## config.mk

```make
export PLATFORM = sky130hd
export DESIGN_NAME = muxn_rr_reg_flat
export DESIGN_NICKNAME = d
export VERILOG_FILES = /design/src/rtl/muxn_rr_reg_pkg.sv /design/src/rtl/muxn_rr_reg_if.sv /design/src/rtl/muxn_rr_reg_arbiter.sv /design/src/rtl/muxn_rr_reg.sv /design/src/flat_wrapper.sv
export SDC_FILE = /design/constraint.sdc
export NUM_CORES = 1
export LEC_CHECK = 0
export BUFFER_PORTS_ARGS = -buffer_cell sky130_fd_sc_hd__clkbuf_2
export CAP_MARGIN = 20
export CORE_ASPECT_RATIO = 1.25
export CORE_MARGIN = 2
export CORE_UTILIZATION = 40
export DETAILED_ROUTE_END_ITERATION = 8
export PLACE_DENSITY = 0.78
export SYNTH_ARGS = -nofsm -noshare
export SYNTH_HDL_FRONTEND = slang
export SYNTH_SLANG_ARGS = --single-unit
```

## constraint.sdc

```tcl
create_clock -name clk -period 5.72 [get_ports clk]
set_input_delay 1.144 -clock clk [delete_from_list [all_inputs] [get_ports clk]]
set_output_delay 1.144 -clock clk [all_outputs]
set_load 0.01 [all_outputs]
```

## src/rtl/muxn_rr_reg_pkg.sv

```systemverilog
// Shared types and the round-robin search used by the arbiter and by checking models.
package muxn_pkg;

    typedef enum logic {MODE_SEL, MODE_RR} mux_mode_e;

    localparam int MAX_CH = 32;

    typedef struct packed {
        logic       found;
        logic [7:0] idx;
    } rr_gnt_t;

    // Scan from ptr+1 upward, wrapping at num_ch, and return the first valid channel.
    function automatic rr_gnt_t rr_next(input int num_ch, input int ptr,
                                        input logic [MAX_CH-1:0] valid);
        rr_gnt_t r;
        int      c;
        r = '0;
        for (int i = 1; i <= MAX_CH; i++) begin
            c = ptr + i;
            if (c >= num_ch) c = c - num_ch;
            if (i <= num_ch && !r.found && c >= 0 && c < MAX_CH && valid[c]) begin
                r.found = 1'b1;
                r.idx   = 8'(c);
            end
        end
        return r;
    endfunction

endpackage

```

## src/rtl/muxn_rr_reg_if.sv

```systemverilog
// Handshake bundle between N producers, the registered mux and its single consumer.
interface muxn_intf
    import muxn_pkg::*;
#(
    parameter int NUM_CH = 4,
    parameter int WIDTH  = 4,
    parameter int SEL_W  = $clog2(NUM_CH)
);
    mux_mode_e          mode;
    logic [SEL_W-1:0]   sel;
    logic [NUM_CH-1:0]  in_valid;
    logic [WIDTH-1:0]   in_data [NUM_CH];
    logic [NUM_CH-1:0]  in_ready;
    logic               out_valid;
    logic [WIDTH-1:0]   out_data;
    logic [SEL_W-1:0]   out_ch;
    logic               out_ready;

    modport dut (
        input  mode, sel, in_valid, in_data, out_ready,
        output in_ready, out_valid, out_data, out_ch
    );

    modport tb (
        output mode, sel, in_valid, in_data, out_ready,
        input  in_ready, out_valid, out_data, out_ch
    );
endinterface

```

## src/rtl/muxn_rr_reg_arbiter.sv

```systemverilog
// Combinational round-robin picker: first requester after ptr, wrapping at NUM_CH.
module rr_arbiter
    import muxn_pkg::*;
#(
    parameter  int NUM_CH = 4,
    localparam int SEL_W  = $clog2(NUM_CH)
) (
    input  logic [NUM_CH-1:0] req,
    input  logic [SEL_W-1:0]  ptr,
    output logic [SEL_W-1:0]  gnt_idx,
    output logic              gnt_valid
);
    // Only the low SEL_W index bits can be non-zero for this channel count.
    rr_gnt_t nxt_unused;

    assign nxt_unused = rr_next(NUM_CH, int'(ptr), MAX_CH'(req));
    assign gnt_valid  = nxt_unused.found;
    assign gnt_idx    = nxt_unused.idx[SEL_W-1:0];
endmodule

```

## src/rtl/muxn_rr_reg.sv

```systemverilog
// N-to-1 registered mux with explicit-select or round-robin grant and output backpressure.
module muxn_rr_reg
    import muxn_pkg::*;
#(
    parameter int NUM_CH = 4,
    parameter int WIDTH  = 4,
    parameter int SEL_W  = $clog2(NUM_CH)
) (
    input logic   clk,
    input logic   rst_n,
    muxn_intf.dut bus
);
    logic [SEL_W-1:0]  rr_ptr;
    logic [SEL_W-1:0]  rr_idx;
    logic              rr_found;
    logic [SEL_W-1:0]  gnt_idx;
    logic              gnt_valid;
    logic              load_en;
    logic [NUM_CH-1:0] in_ready;

    logic              vld_p0;
    logic [WIDTH-1:0]  data_p0;
    logic [SEL_W-1:0]  ch_p0;

    rr_arbiter #(.NUM_CH(NUM_CH)) u_arb (
        .req       (bus.in_valid),
        .ptr       (rr_ptr),
        .gnt_idx   (rr_idx),
        .gnt_valid (rr_found)
    );

    assign load_en = !vld_p0 || bus.out_ready;

    // An out-of-range select is filtered before it can index in_valid.
    always_comb begin
        gnt_idx   = '0;
        gnt_valid = 1'b0;
        if (bus.mode == MODE_RR) begin
            gnt_idx   = rr_idx;
            gnt_valid = rr_found;
        end else if (int'(bus.sel) < NUM_CH) begin
            gnt_idx   = bus.sel;
            gnt_valid = bus.in_valid[bus.sel];
        end
    end

    always_comb begin
        in_ready = '0;
        if (rst_n && load_en && gnt_valid) in_ready[gnt_idx] = 1'b1;
    end

    // Stage p0: output register and round-robin pointer
    always_ff @(posedge clk or negedge rst_n) begin
        if (!rst_n) begin
            vld_p0  <= 1'b0;
            data_p0 <= '0;
            ch_p0   <= '0;
            rr_ptr  <= SEL_W'(NUM_CH - 1);
        end else if (load_en) begin
            vld_p0 <= gnt_valid;
            if (gnt_valid) begin
                data_p0 <= bus.in_data[gnt_idx];
                ch_p0   <= gnt_idx;
                rr_ptr  <= gnt_idx;
            end
        end
    end

    assign bus.in_ready  = in_ready;
    assign bus.out_valid = vld_p0;
    assign bus.out_data  = data_p0;
    assign bus.out_ch    = ch_p0;
endmodule

```

## src/flat_wrapper.sv

```systemverilog
// flat-port wrapper written by rule: the top's interface ports become plain ports
module muxn_rr_reg_flat import muxn_pkg::*;
#(
    parameter int NUM_CH = 4,
    parameter int WIDTH  = 4,
    parameter int SEL_W  = $clog2(NUM_CH)
)
  (clk, rst_n, bus_mode, bus_sel, bus_in_valid, bus_in_data, bus_out_ready, bus_in_ready, bus_out_valid, bus_out_data, bus_out_ch);
  muxn_intf #(.NUM_CH(NUM_CH), .WIDTH(WIDTH), .SEL_W(SEL_W)) bus_i ();
  input logic clk;
  input logic rst_n;
  input wire logic [$bits(bus_i.mode)-1:0] bus_mode;
  input wire logic [$bits(bus_i.sel)-1:0] bus_sel;
  input wire logic [$bits(bus_i.in_valid)-1:0] bus_in_valid;
  input wire logic [$bits(bus_i.in_data)-1:0] bus_in_data;
  input wire logic [$bits(bus_i.out_ready)-1:0] bus_out_ready;
  output wire logic [$bits(bus_i.in_ready)-1:0] bus_in_ready;
  output wire logic [$bits(bus_i.out_valid)-1:0] bus_out_valid;
  output wire logic [$bits(bus_i.out_data)-1:0] bus_out_data;
  output wire logic [$bits(bus_i.out_ch)-1:0] bus_out_ch;
  assign bus_i.mode = bus_mode;
  assign bus_i.sel = bus_sel;
  assign bus_i.in_valid = bus_in_valid;
  assign bus_i.in_data = {>>{bus_in_data}};
  assign bus_i.out_ready = bus_out_ready;
  assign bus_in_ready = bus_i.in_ready;
  assign bus_out_valid = bus_i.out_valid;
  assign bus_out_data = bus_i.out_data;
  assign bus_out_ch = bus_i.out_ch;
  muxn_rr_reg #(.NUM_CH(NUM_CH), .WIDTH(WIDTH), .SEL_W(SEL_W)) u_core (.clk(clk), .rst_n(rst_n), .bus(bus_i));
endmodule
```

Word-level counts from Yosys, hierarchy flattened
Cells that the tools add are included.

Reductions and logical operators: 20. Magnitude comparators: 20. Add/subtract/negate cells: 8. Bitwise gates (word level): 1. Muxes and demuxes: 30.

Operators by type and width (number): < comparator 32 x 7 -> 1 bit, second input constant (8); >= comparator 32 x 1 -> 1 bit, second input constant (4); two-way mux 32 bit (4); two-way mux 9 bit (4); >= comparator 32 x 4 -> 1 bit, second input constant (1); subtractor 32 x 4 -> 32 bit, second input constant (1); binary-select mux 1 bit (select 5 bit) (4); logical AND 1 bit (14); two-way mux 4 bit (3); two-way mux 1 bit (11); >= comparator 3 bit, second input constant (3); binary-select mux 4 bit (select 2 bit) (1); subtractor 3 x 3 -> 4 bit, second input constant (2); adder 2 x 2 -> 3 bit, second input constant (2); < comparator 2 x 3 -> 1 bit, second input constant (2); subtractor 4 x 3 -> 5 bit, second input constant (1); adder 2 x 3 -> 4 bit, second input constant (1); >= comparator 4 x 3 -> 1 bit, second input constant (1); logical NOT 1 bit (4); adder 2 x 1 -> 3 bit, second input constant (1); inverter 2 -> 3 bit (1); binary-select mux 1 bit (select 2 bit) (1); demux 1 bit (select 2 bit) (1); >= comparator 2 x 1 -> 1 bit, second input constant (1); other kinds (3) (3).

Bits of input ports: 26. Flip-flop bits (word level): 9. Output and inout port bits: 11. Word-level logic and storage cells: 83.

Longest topological paths before layout
Depth after elaboration: 29. Gate-level depth with buffers: 10.

By module
Synthesis repeated with hierarchy kept, for this count alone.

Cell total of the unflattened synthesis: 79. Area total of the unflattened synthesis: 864.6 um^2.

Modules (own cells, without submodules): muxn_rr_reg (cells each 48, instances 1, area each 600.6 um^2); rr_arbiter (cells each 31, instances 1, area each 264.0 um^2).

Worst setup path before layout
OpenSTA, ideal clock, no wires.

Path type: input port to output port. Start point: in bus_in_valid[3]. End point: out bus_in_ready[2]. Stages: 7. Slack: 1.635 ns. Data arrival time: 2.941 ns. Required time: 4.576 ns. Cell sequence: mux4_2 nor2b_4 o2111a_1 a2111oi_4 buf_6 nand3_1 a21oi_1.

Cells in the longest elaborated chain, start to end: 26. Elaborated cells on any way between the ends: 40. Classes of those cells: order compare (2); mux (23); reduce/logical (15).

RTL lines: start: declaration (RTL line flat_wrapper.sv:14) `input wire logic [$bits(bus_i.in_valid)-1:0] bus_in_valid;`; binary-select mux 1 bit (select 5 bit) (RTL line muxn_rr_reg_pkg.sv:22) `if (i <= num_ch && !r.found && c >= 0 && c < MAX_CH && valid[c]) begin`; two-way mux 1 bit (not written as such) (2 in a row) (RTL line muxn_rr_reg_pkg.sv:22); logical AND 1 bit (RTL line muxn_rr_reg_pkg.sv:22); two-way mux 9 bit (RTL line muxn_rr_reg_pkg.sv:22); logical NOT 1 bit (RTL line muxn_rr_reg_pkg.sv:22); logical AND 1 bit (3 in a row) (RTL line muxn_rr_reg_pkg.sv:22); two-way mux 9 bit (RTL line muxn_rr_reg_pkg.sv:22); logical NOT 1 bit (RTL line muxn_rr_reg_pkg.sv:22); (+5 left out); logical AND 1 bit (3 in a row) (RTL line muxn_rr_reg_pkg.sv:22); two-way mux 9 bit (RTL line muxn_rr_reg_pkg.sv:22); two-way mux 2 bit (RTL line muxn_rr_reg.sv:38) `if (bus.mode == MODE_RR) begin`; < comparator 2 x 3 -> 1 bit (not written as such) / >= comparator 2 x 1 -> 1 bit (equally long branches) (RTL line muxn_rr_reg.sv:49) `if (rst_n && load_en && gnt_valid) in_ready[gnt_idx] = 1'b1;`; logical AND 1 bit (not written as such) (RTL line muxn_rr_reg.sv:49); two-way mux 1 bit (not written as such) (RTL line muxn_rr_reg.sv:49); demux 1 bit (select 2 bit); two-way mux 4 bit * (RTL line muxn_rr_reg.sv:49); end: declaration (RTL line flat_wrapper.sv:17) `output wire logic [$bits(bus_i.in_ready)-1:0] bus_in_ready;`.

Every way passes the cells marked *; elsewhere a longest branch is shown, timed or not. The select of a mux whose other input is x is not followed.

Final worst setup path
Start point: reg u_core.rr_ptr[0]. End point: out bus_in_ready[2].

Cells in the longest elaborated chain, start to end: 29. Elaborated cells on any way between the ends: 63. Classes of those cells: add/sub (8); order compare (14); mux (25); reduce/logical (16).

RTL lines: start: declaration (RTL line muxn_rr_reg.sv:13) `logic [SEL_W-1:0] rr_ptr;`; start signal: assignment (RTL line muxn_rr_reg.sv:58) `rr_ptr <= SEL_W'(NUM_CH - 1);`; start signal: assignment (RTL line muxn_rr_reg.sv:64) `rr_ptr <= gnt_idx;`; parallel branches: the longest is 22 deep, another holds subtractor 32 x 4 -> 32 bit; two-way mux 9 bit * (RTL line muxn_rr_reg_pkg.sv:22); two-way mux 2 bit (RTL line muxn_rr_reg.sv:38); < comparator 2 x 3 -> 1 bit (not written as such) / >= comparator 2 x 1 -> 1 bit (equally long branches) (RTL line muxn_rr_reg.sv:49); logical AND 1 bit (not written as such) (RTL line muxn_rr_reg.sv:49); two-way mux 1 bit (not written as such) (RTL line muxn_rr_reg.sv:49); demux 1 bit (select 2 bit); two-way mux 4 bit * (RTL line muxn_rr_reg.sv:49).

Mark *: on every way between the ends. The select of a mux whose other input is x is not followed.

==> flow_metrics.env <==
export IMPL_vias_per_cell=5.79
export IMPL_clkLatencyLatePin_ns=0.26
export IMPL_path_class="flop to output pin"
export IMPL_min_period_ns=4.42
export IMPL_row_count=18
export IMPL_hold_start="u_core.bus.out_ch[1]"
export IMPL_finalWirelength_mm=1.96
export IMPL_syn_to_final_growth_pct=25.7
export IMPL_finalSetupViolations=0
export IMPL_outcome="complete, no violations"
export IMPL_cts_hold_buf=0
export IMPL_worst_setup_path_end_kind="output pin"
export IMPL_fillers=189
export IMPL_h_tree_depth=1
export IMPL_p_leak_nw=0.533
export IMPL_yosysUniqueCellTypes=36
export IMPL_synth_nets=113
export IMPL_place_hpwl_mm=1.64
export IMPL_gr_total_overflow=0
export IMPL_netlist_instances=84
export IMPL_vias=828
export IMPL_cp_common_cell="inv_1"
export IMPL_drive_gt1_share_pct=43.1
export IMPL_arrival_ns=3.27
export IMPL_ys_flop_type="dfrtp_1"
export IMPL_timing_hold_ws_ns=0.499
export IMPL_post_cts_setup_buffer_count=0
export IMPL_cp_data_required_time_ns=4.58
export IMPL_detail_route_antenna_nets=0
export IMPL_multiInputGateArea_sq_um=592
export IMPL_cts_tree="yes"
export IMPL_worstMarginPinSlew_ns=0.632
export IMPL_pin_count=37
export IMPL_ys_ff_latch=9
export IMPL_port_buffers=36
export IMPL_core_area_sq_um=2000
export IMPL_cp_slowest_stage_delay_ns=0.67
export IMPL_synth_edf_count=0
export IMPL_critPathTopFamily="simple AND/OR/NAND/NOR gates"
export IMPL_grt_max_degree=13
export IMPL_critPathLaunch="u_core.rr_ptr[0]"
export IMPL_rsz0062_at_grt="no"
export IMPL_drt_initial_drc_count=13
export IMPL_startpoint_type="flop"
export IMPL_r2r_start="u_core.rr_ptr[0]"
export IMPL_cts_resized=0
export IMPL_cts_clk_slew_worst_paths_ns=0.06
export IMPL_grt_usage_pct=16.6
export IMPL_globalplace_congestion=0.879
export IMPL_hold_viol=0
export IMPL_cts_max_path_buffers=2
export IMPL_antenna_cells=0
export IMPL_fmax_ghz=0.226
export IMPL_slowest_stage="dfstp_2"
export IMPL_cts_sinks=9
export IMPL_cts_buffers_inserted=3
export IMPL_vdd_drop_max_v=0.000306
export IMPL_antenna_found_initial=0
export IMPL_seq_area_frac_synth_pct=26.6
export IMPL_yosysWarningCount=0
export IMPL_syn_area_per_cell_sq_um=10.2
export IMPL_grt_pass1_wl_mm=3.33
export IMPL_syn_area_sq_um=857
export IMPL_utilization_pct=53.7
export IMPL_chipWidth_um=45.4
export IMPL_register_area_sq_um=228
export IMPL_route_detailed_drc=0
export IMPL_path_buf_inv=3
export IMPL_ys_async_sr_fraction_pct=100
export IMPL_skew_ns=0.00137
export IMPL_setup_tns_ns=0
export IMPL_post_drt_wl_per_cell_um=13.7
export IMPL_cp_max_fo=10
export IMPL_power_density_nw_per_um2=506
export IMPL_die_h_um=55.8
export IMPL_grt_pass1_vias=804
export IMPL_maxCapViolations=0
export IMPL_finalMaxSlewViolations=0
export IMPL_die_area_sq_um=2530
export IMPL_drt_pass1_iterations=4
export IMPL_root_buffer="clkbuf_4"
export IMPL_hold_class="flop to flop"
export IMPL_cp_cell_sequence="inv_1 > ha_1 > inv_1 > or3_1 > nor4b_2 > a311oi_2 > nand3_1 > a21oi_1 > clkbuf_2"
export IMPL_fin_nets=153
export IMPL_finalCritPeriodShare_pct=77.2
export IMPL_start_util_pct=42.8
export IMPL_maxSlewHeadroom_pct=57.8
==> sequential cells by signal, summed over array words and instances (netlist names) <==
register and flops:
u_core.rr_ptr 2, u_core.bus.out_data 4, u_core.bus.out_valid 1, u_core.bus.out_ch 2
==> synth_stat cells (3+ instances only) <==
| cell | number | area [sq um] |
|---|---|---|
| o21ai_0 | 4 | 20.0 |
| mux2i_1 | 12 | 120 |
| nor2_1 | 7 | 26.3 |
| ha_1 | 3 | 37.5 |
| mux4_2 | 3 | 67.6 |
| nor2b_1 | 3 | 18.8 |
| dfrtp_1 | 7 | 175 |
| a21oi_1 | 5 | 25.0 |
| o221ai_1 | 4 | 35.0 |
| inv_1 | 5 | 18.8 |
==> cell usage in the layout, fill, tap and decap left out, drive strengths merged, types with 2 or more instances in the layout <==
cell	count
or3	2
nor2	7
dfrtp	7
dfstp	2
mux2i	12
nor2b	4
clkbuf	40
inv	5
o21a	2
nand3	2
o221ai	4
mux4	3
a21oi	5
nand2	2
nor3	2
o21ai	4
ha	3
==> path summary, 6_finish.rpt <==
path                                     endpoint  slack, ns  depth (start not counted)
min                          u_core.bus.out_ch[1]       0.50                          1
max in group asynchronous        u_core.rr_ptr[1]       4.71                          1
min in group asynchronous    u_core.bus.out_valid       0.75                          1
min reg2reg                  u_core.bus.out_ch[1]       0.50                          1
max                               bus_in_ready[2]       1.30                          9
max reg2reg                u_core.bus.out_data[3]       2.61                          8
==> logic make-up (layout without fill, tap and decap cells) <==
kind of cell,count (synthesis),count (layout),share of synthesized area [%]
and+or+nand+nor,25,25,18.1
muxes,16,16,23.2
AOI/OAI and AO/OA,24,24,23.4
buffers and inverters,7,46,4.38
adders and majority gates,3,3,4.38
DFF,9,9,26.6
==> per-layer routing <==
| metal | routed length [um] | GRT usage (%) | part of all wire, % | vias up |
|---|---|---|---|---|
| met2 | 978 | 28.6 | 50 | 33 |
| met5 | 0 | 0 | 0 | - |
| met1 | 838 | 21.9 | 43 | 387 |
| li1 | - | - | - | 406 |
| met3 | 128 | 0.974 | 6.5 | 2 |
| met4 | 17 | 3.78 | 0.87 | 0 |
==> through the flow <==
stage                     setup WS [ns]  cell area (sq um)  power [mW]  std cells
after detailed placement           1.40               1050       0.499        139
after global routing               1.03               1080       0.592        143
final                              1.30               1080       0.545        143
after CTS                          1.30               1080       0.547        143
after global placement             1.47               1050       0.490        139
after floorplan                    1.63                857       0.419         84
==> report_power, final <==
| group | leakage, nW | internal (mW) | switching, mW |
|---|---|---|---|
| sequential | 0.103 | 0.100 | 0.0338 |
| clock | 0.0150 | 0.0268 | 0.0211 |
| combinational | 0.415 | 0.176 | 0.187 |
==> final cells by class <==
class                   count  area share (%)
clock buffers               4            2.44
inverters                   5            1.74
multi-input cells          68            54.9
flip-flops and latches      9            21.1
well taps                  20            2.32
repair buffers             37            17.4
(Power assumes the default switching activity.)
